**src/rtl/seq_scan_pkg.sv**
```systemverilog
// Shared types and defaults for the frame-level serial pattern scanner.
package seq_scan_pkg;

    typedef enum logic [1:0] {
        IDLE  = 2'd0,
        LOAD  = 2'd1,
        SHIFT = 2'd2,
        DONE  = 2'd3
    } state_t;

    localparam int DEF_PAT_W = 6;
    localparam logic [DEF_PAT_W-1:0] DEF_PATTERN = 6'b110110;

endpackage

```
**src/rtl/seq_match_core.sv**
```systemverilog
// Overlapping bit-serial pattern matcher with a registered one-cycle hit pulse.
module seq_match_core
    import seq_scan_pkg::*;
#(
    parameter int PAT_W = DEF_PAT_W,
    parameter logic [PAT_W-1:0] PATTERN = PAT_W'(DEF_PATTERN)
) (
    input  logic clk,
    input  logic rst,
    input  logic clr,
    input  logic bit_in,
    input  logic bit_vld,
    output logic hit
);

    localparam int SEEN_W = $clog2(PAT_W);
    localparam logic [SEEN_W-1:0] SEEN_MAX = SEEN_W'(PAT_W - 1);

    logic [PAT_W-2:0]  hist;
    logic [SEEN_W-1:0] seen;
    logic [PAT_W-1:0]  window;
    logic              match;

    // seen gates the compare until the history holds PAT_W-1 real bits
    assign window = {hist, bit_in};
    assign match  = bit_vld && (seen == SEEN_MAX) && (window == PATTERN);

    always_ff @(posedge clk) begin
        if (rst || clr) begin
            hist <= '0;
            seen <= '0;
            hit  <= 1'b0;
        end else begin
            hit <= match;
            if (bit_vld) begin
                hist <= window[PAT_W-2:0];
                if (seen != SEEN_MAX)
                    seen <= seen + 1'b1;
            end
        end
    end

endmodule

```
**src/rtl/seq_scan_ctrl.sv**
```systemverilog
// Frame controller: accepts words over valid/ready, serializes them MSB-first
// into the matcher, counts detections and flags frame completion.
module seq_scan_ctrl
    import seq_scan_pkg::*;
#(
    parameter int DATA_W = 8,
    parameter int PAT_W = DEF_PAT_W,
    parameter logic [PAT_W-1:0] PATTERN = PAT_W'(DEF_PATTERN),
    parameter int CNT_W = 8,
    parameter int LEN_W = 8
) (
    input  logic              clk,
    input  logic              rst,
    input  logic              start,
    input  logic [LEN_W-1:0]  frame_len,
    input  logic              in_valid,
    input  logic [DATA_W-1:0] in_data,
    output logic              in_ready,
    output logic              bit_out,
    output logic              bit_valid,
    output logic              hit,
    output logic [CNT_W-1:0]  match_cnt,
    output logic              busy,
    output logic              done
);

    localparam int IDX_W = $clog2(DATA_W);
    localparam logic [IDX_W-1:0] IDX_TOP = IDX_W'(DATA_W - 1);

    state_t            state, state_nxt;
    logic [LEN_W-1:0]  words_left;
    logic [IDX_W-1:0]  bit_idx;
    logic [DATA_W-1:0] word;
    logic [CNT_W-1:0]  cnt_q;
    logic              clr;
    logic              accept;

    always_comb begin
        state_nxt = state;
        in_ready  = 1'b0;
        bit_valid = 1'b0;
        busy      = 1'b0;
        done      = 1'b0;
        clr       = 1'b0;
        case (state)
            IDLE: begin
                if (start) begin
                    clr       = 1'b1;
                    state_nxt = (frame_len != '0) ? LOAD : DONE;
                end
            end
            LOAD: begin
                busy     = 1'b1;
                in_ready = 1'b1;
                if (in_valid)
                    state_nxt = SHIFT;
            end
            SHIFT: begin
                busy      = 1'b1;
                bit_valid = 1'b1;
                if (bit_idx == '0)
                    state_nxt = (words_left != '0) ? LOAD : DONE;
            end
            DONE: begin
                busy      = 1'b1;
                done      = 1'b1;
                state_nxt = IDLE;
            end
            default: state_nxt = IDLE;
        endcase
    end

    assign accept  = in_valid && in_ready;
    assign bit_out = bit_valid && word[bit_idx];

    // hit and match_cnt must move together, so the count is presented
    // combinationally from the registered total plus the pending hit
    assign match_cnt = (hit && (cnt_q != '1)) ? cnt_q + 1'b1 : cnt_q;

    always_ff @(posedge clk) begin
        if (rst) begin
            state      <= IDLE;
            words_left <= '0;
            bit_idx    <= '0;
            cnt_q      <= '0;
        end else begin
            state <= state_nxt;
            if (clr) begin
                words_left <= frame_len;
                cnt_q      <= '0;
            end else begin
                cnt_q <= match_cnt;
            end
            if (accept) begin
                words_left <= words_left - 1'b1;
                bit_idx    <= IDX_TOP;
            end else if (bit_valid && (bit_idx != '0)) begin
                bit_idx <= bit_idx - 1'b1;
            end
        end
    end

    always_ff @(posedge clk) begin
        if (accept)
            word <= in_data;
    end

    seq_match_core #(
        .PAT_W   (PAT_W),
        .PATTERN (PATTERN)
    ) u_core (
        .clk     (clk),
        .rst     (rst),
        .clr     (clr),
        .bit_in  (bit_out),
        .bit_vld (bit_valid),
        .hit     (hit)
    );

endmodule

```
**config.mk**
```make
export PLATFORM = sky130hd
export DESIGN_NAME = seq_scan_ctrl
export DESIGN_NICKNAME = d
export VERILOG_FILES = /design/src/rtl/seq_scan_pkg.sv /design/src/rtl/seq_match_core.sv /design/src/rtl/seq_scan_ctrl.sv
export SDC_FILE = /design/constraint.sdc
export NUM_CORES = 1
export LEC_CHECK = 0
export BUFFER_PORTS_ARGS = -buffer_cell sky130_fd_sc_hd__buf_4
export CORE_AREA = 2 2 84 86
export DETAILED_ROUTE_END_ITERATION = 7
export DIE_AREA = 0 0 86 88
export PLACE_DENSITY = 0.44
export SYNTH_ARGS = -nofsm -noshare
export SYNTH_HDL_FRONTEND = slang
export SYNTH_HIERARCHICAL = 1
export SYNTH_SLANG_ARGS = --single-unit
```
**constraint.sdc**
```tcl
create_clock -name clk -period 2.13 [get_ports clk]
set_input_delay 0.1065 -clock clk [delete_from_list [all_inputs] [get_ports clk]]
set_output_delay 0.1065 -clock clk [all_outputs]
set_load 0.005 [all_outputs]
```
# --- After elaboration in Yosys (flattened, before gate mapping) ---
# Cells that the tools add are included.
word_totals:
  ff_bits: 38
  elab_cells: 60
  input_bits: 20
classes:
  order_cmp: 1
  reduce_logical: 18
  n_eq_ne: 10
  add_sub_neg: 4
  mux: 19
ops:
  columns: ["op", "count"]
  rows:
  - ["8-bit two-way mux", 3]
  - ["8-bit nonzero test", 2]
  - ["2-bit two-way mux", 5]
  - ["8-bit by 1-bit adder with 8-bit output, second input constant", 1]
  - ["8-bit inequality test, second input constant", 1]
  - ["2-bit one-hot mux with 4 select lines", 1]
  - ["8-bit by 1-bit subtractor with 8-bit output, second input constant", 1]
  - ["1-bit two-way mux", 7]
  - ["6-bit == test, second input constant", 1]
  - ["1-bit logical AND", 6]
  - ["3-bit two-way mux", 2]
  - ["2-bit inequality test, second input constant", 3]
  - ["2-bit == test, second input constant", 2]
  - ["3-bit by 4-bit < comparator with 1-bit output, second input constant", 1]
  - ["2-bit nonzero test", 2]
  - ["3-bit by 1-bit adder with 3-bit output, second input constant", 1]
  - ["1-bit binary-select mux with 3-bit select", 1]
  - ["3-bit == test, second input constant", 1]
  - ["3-bit zero test", 1]
  - ["3-bit inequality test, second input constant", 1]
  - ["3-bit AND reduction", 1]
  - ["3-bit nonzero test", 1]
  - ["3-bit OR reduction", 1]
  - ["3-bit by 1-bit subtractor with 3-bit output, second input constant", 1]
  - ["other kinds (5)", 5]

# --- Logic depth before layout (Yosys ltp) ---
logic_depth:
  depth_word: 5
  mapped_depth: 8

# --- Modules after synthesis ---
# The synthesis kept the hierarchy.
by_module_without_submodules:
  columns: ["mod", "area_each_um2", "cells_each", "seq_area_each_um2", "instances"]
  rows:
  - ["seq_scan_ctrl", 1524.0, 155, 660.6, 1]
  - ["seq_match_core", 422.9, 39, 180.2, 1]

# --- Worst setup path before layout ---
# Ideal clock, no wire load.
synth_timing:
  path_kind: "reg2reg"
  from: "reg state[0]"
  to: "reg u_core.seen[0]"
  path_buffers: 2
  slack_ns: 0.523
  path_stages_with_launch: 7
  required_time_ns: 2.009
  setup_ns: 0.121
  period_less_slack_ns: 1.607
  arrival_ns: 1.487
  cell_sequence: "dfxtp_1 -> buf_6 -> or2b_1 -> inv_1 -> buf_4 -> a21boi_2 -> mux2_2"
synth_via:
  elab_chain_cells: 3
synth_rtl:
  columns: ["element", "line_no", "text"]
  rows:
  - ["start, declared", "seq_scan_ctrl.sv:30", "state_t state, state_nxt;"]
  - ["start signal, assigned", "seq_scan_ctrl.sv:87", "state <= state_nxt;"]
  - ["2-bit == test", "seq_scan_ctrl.sv:45", "case (state)"]
  - ["1-bit two-way mux", "seq_scan_ctrl.sv:45", null]
  - ["named net bit_valid", "seq_scan_ctrl.sv:20", "output logic bit_valid,"]
  - ["2-bit AND reduction (no line)", null, null]
  - ["end signal, assigned", "seq_match_core.sv:38", "seen <= seen + 1'b1;"]
  - ["end, declared", "seq_match_core.sv:20", "logic [SEEN_W-1:0] seen;"]
# The timed path passes the listed nets, and every way through them passes these cells.
# A chain may end at the register's enable or synchronous reset.

# --- Worst setup path after layout ---
layout_timing:
  from: "reg state[1]"
  to: "reg u_core.hit"
layout_via:
  elab_chain_cells: 5
layout_rtl:
  columns: ["element", "line_no", "text"]
  rows:
  - ["2-bit == test", "seq_scan_ctrl.sv:45", null]
  - ["1-bit two-way mux", "seq_scan_ctrl.sv:45", null]
  - ["1-bit logical AND", "seq_scan_ctrl.sv:74", "assign bit_out = bit_valid && word[bit_idx];"]
  - ["6-bit == test", "seq_match_core.sv:26", "assign match = bit_vld && (seen == SEEN_MAX) && (window == PATTERN);"]
  - ["1-bit logical AND", "seq_match_core.sv:26", null]
  - ["end signal, assigned", "seq_match_core.sv:34", "hit <= match;"]
  - ["end, declared", "seq_match_core.sv:13", "output logic hit"]
# Several ways; a longest one is shown, not always the timed one.

==> results.py <==
metrics = {
    "timing": {
        "maxSlewHeadroom_pct": 63.25,
        "tightest_slew_ns": 0.5470,
        "timing.fmax_ghz": 0.5400,
        "setup_viol": 0,
        "tns_ns": 0,
        "final.setup_skew_ns": 0.006355,
        "fin_crit_sh_pct": 86.94,
        "slew_viol_final": 0,
        "rsz0062_at_grt": "no",
        "hold_violations": 0,
        "fin_crit_ns": 1.852,
        "whs_ns": 0.07375,
    },
    "route": {
        "via_per_inst": 4.871,
        "wl_met3_um": 164,
        "ant_nets": 0,
        "routed_wl_um": 4222,
        "routedWlPerCell_um": 13.24,
        "drt_first_pass_iters": 4,
        "top_layer_used": "met4",
        "drt-initial-drc-count": 36,
        "via_count": 1554,
        "wl_met2_um": 1896,
        "drc_errors": 0,
        "wl_met1_um": 2080,
    },
    "power": {
        "switchingPower_mw": 0.4154,
        "p_seq_share_pct": 44.9,
        "peakVddDrop_mv": 0.3181,
        "p_int_mw": 1.357,
        "clkPwrFrac_pct": 40.8,
        "pwr-share-comb_pct": 14.3,
        "p_leak_nw": 0.9696,
        "swShare_pct": 23.43,
        "cellPowerDensity_nw_per_um2": 716.7,
    },
    "cts": {
        "cts_root_buf": "clkbuf_8",
        "cts_tree": "yes",
        "cts_sinks": 38,
        "cts_made_buffers": 5,
        "clockBufferDepth": 2,
        "path_clk_slew_ns": 0.07,
        "htree_levels": 2,
        "postCtsSetupBuffers": 0,
        "ctsHoldBuffers": 8,
        "clock_latency_ns": 0.29,
        "post_cts_resized": 0,
    },
    "placed_design": {
        "dp_hpwl_um": 2994,
        "gp_congestion": 0.7491,
        "io_buffer_count": 33,
    },
    "logic_synthesis": {
        "synth_seq_cells": 38,
        "synth_edf_count": 8,
        "async_reset_ff_share_pct": 0,
        "yosysWarnings": 6,
        "syn_inst": 194,
        "seq_area_frac_synth_pct": 43.19,
        "synthesis.area_um2": 1947,
        "synth_area_per_cell_um2": 10.04,
        "synth_nets": 220,
        "synth_flop_cell": "dfxtp_1",
        "yosysUniqueCellTypes": 53,
    },
    "hold_path": {
        "holdCritPathClass": "in -> reg",
        "hold_path_depth": 3,
    },
    "critical_path": {
        "ff2ff_path_depth": 4,
        "crit_required_ns": 2.34,
        "critPathTopFamily": "simple AND/OR/NAND/NOR gates",
        "path_buf_inv": 1,
        "crit_chain": "or3b_1, clkinv_4, or2_1, nor4_4",
        "path_depth": 4,
        "critPathArrivalTime_ns": 2.06,
        "start_kind": "flip-flop",
        "cp-end-kind": "flip-flop",
        "critPathMaxFanout": 17,
        "critPathKind": "reg -> reg",
        "cp_slowest_stage_delay_ns": 0.46,
        "critPathSlowestCell": "dfxtp_1",
    },
    "layout": {
        "syn2layout_area_growth_pct": 27.06,
        "seqCellArea_um2": 840.8,
        "fin_util_pct": 37.23,
        "antennaDiodeCount": 0,
        "multi_input_area_um2": 992.2,
        "final_nets": 264,
        "drive_gt1_share_pct": 26.78,
        "fill_cells": 665,
    },
    "floorplanning": {
        "std_cell_rows": 30,
        "coreArea_um2": 6644,
        "fp.dieH_um": 88,
        "die-area_um2": 7568,
        "pin_count": 34,
        "initial_core_util_pct": 29.30,
        "die_width_um": 86,
    },
    "flow_run": {
        "cap_viol_max_count": 0,
    },
    "global_routing": {
        "grt_pass1_vias": 1452,
        "antenna_found_initial": 0,
        "grt_max_degree": 23,
        "grt_usage_pct": 11.68,
        "grt_pass1_wl_um": 6934,
        "grt_overflow": 0,
    },
    "outcome": {
        "outcome": "completed",
    },
}
-- Yosys cell counts, drive strengths merged, types with 2 or more instances --
master / number / area (um2)
dfxtp: 30 / 600.6
a21oi: 17 / 88.84
nor2: 12 / 45.04
inv: 11 / 41.29
nor3: 10 / 55.05
nand2: 9 / 33.78
nand3: 9 / 45.04
edfxtp: 8 / 240.2
nor3b: 8 / 60.06
ha: 6 / 75.07
mux2i: 6 / 60.06
buf: 5 / 52.55
mux2: 5 / 56.30
a211oi: 4 / 30.03
nand2b: 4 / 25.02
nor2b: 4 / 25.02
nor4: 4 / 40.04
a31oi: 3 / 18.77
clkbuf: 3 / 11.26
or2: 3 / 18.77
a22oi: 2 / 20.02
a2bb2oi: 2 / 17.52
and3: 2 / 12.51
mux4: 2 / 45.04
o311ai: 2 / 17.52
xnor2: 2 / 17.52
xor2: 2 / 17.52
-- routing by layer --
| layer | vias to the layer above | GRT usage, % |
|---|---|---|
| met5 | - | 0 |
| met1 | 722 | 15.64 |
| met2 | 33 | 17.48 |
| met4 | 0 | 5.483 |
| met3 | 7 | 3.205 |
| li1 | 792 | - |
-- worst reg2reg max path, delay by kind of cell (launching register included) --
kind	cells	cell delay, ns
buffers and inverters	1	0.23
DFF	1	0.46
and+or+nand+nor	3	1.09
-- placed cells by master (no fill, tap or decap), types with 3 or more instances in the layout --
master / netlist / final
buf_4: 1 / 37
a21oi_1: 16 / 16
mux2_2: 5 / 5
mux2i_1: 6 / 6
dfxtp_1: 30 / 30
nor2_1: 12 / 12
nor3_1: 9 / 9
inv_1: 11 / 11
nand2_1: 9 / 9
clkbuf_8: 0 / 5
a211oi_1: 4 / 4
nor2b_1: 4 / 4
nand2b_1: 4 / 4
nor3b_1: 8 / 8
nor4_1: 3 / 3
ha_1: 6 / 6
nand3_1: 9 / 9
dlygate4sd3_1: 0 / 8
a31oi_1: 3 / 3
edfxtp_1: 8 / 8
-- cell families after synthesis --
| logic type | share of synthesized area, % |
|---|---|
| buf+inv | 5.848 |
| flops | 43.19 |
| fa+ha+maj | 3.856 |
| xor+xnor | 1.800 |
| mux | 8.290 |
| compound gates | 13.50 |
| simple gates | 23.52 |
-- stage by stage --
| step | area, um2 | std cells | setup WS [ns] | power, mW |
|---|---|---|---|---|
| floorplan | 1947 | 194 | 0.5226 | 0.9768 |
| global placement | 2261 | 303 | 0.3597 | 1.057 |
| detailed placement | 2261 | 303 | 0.3010 | 1.054 |
| CTS | 2474 | 319 | 0.2726 | 1.800 |
| global route | 2474 | 319 | 0.1025 | 1.860 |
| finish | 2474 | 319 | 0.2781 | 1.773 |
-- sequential cells by signal, indices dropped and copies added (netlist names) --
name and count:
cnt_q 8, word 8, words_left 8, u_core/hist 5, bit_idx 3, u_core/seen 3, state 2, u_core/hit 1
-- power by group through the flow --
stage / clock [mW] / sequential [mW] / combinational [mW]
floorplan: 0 / 0.803 / 0.173
global placement: 0 / 0.812 / 0.245
detailed placement: 0 / 0.811 / 0.244
CTS: 0.749 / 0.794 / 0.257
global route: 0.779 / 0.800 / 0.282
finish: 0.724 / 0.795 / 0.254
-- path summary, 6_finish.rpt --
check	startpoint	to	slack, ns
max reg2reg	state[1]$_SDFFE_PP0P_	u_core/hit$_SDFF_PP0_	0.28
min	frame_len[3]	words_left[3]$_SDFFE_PP0P_	0.07
max	state[1]$_SDFFE_PP0P_	u_core/hit$_SDFF_PP0_	0.28
min reg2reg	u_core/hist[4]$_SDFFE_PP0P_	u_core/hist[4]$_SDFFE_PP0P_	0.50
-- cell type report --
type | count | share of cell area [%]
multi-input cells | 136 | 40.11
clock buffers | 5 | 2.782
repair buffers | 45 | 14.47
clock inverters | 3 | 2.580
flip-flops and latches | 38 | 33.99
inverters | 12 | 2.023
well taps | 80 | 4.047
(Power assumes the default switching activity.)
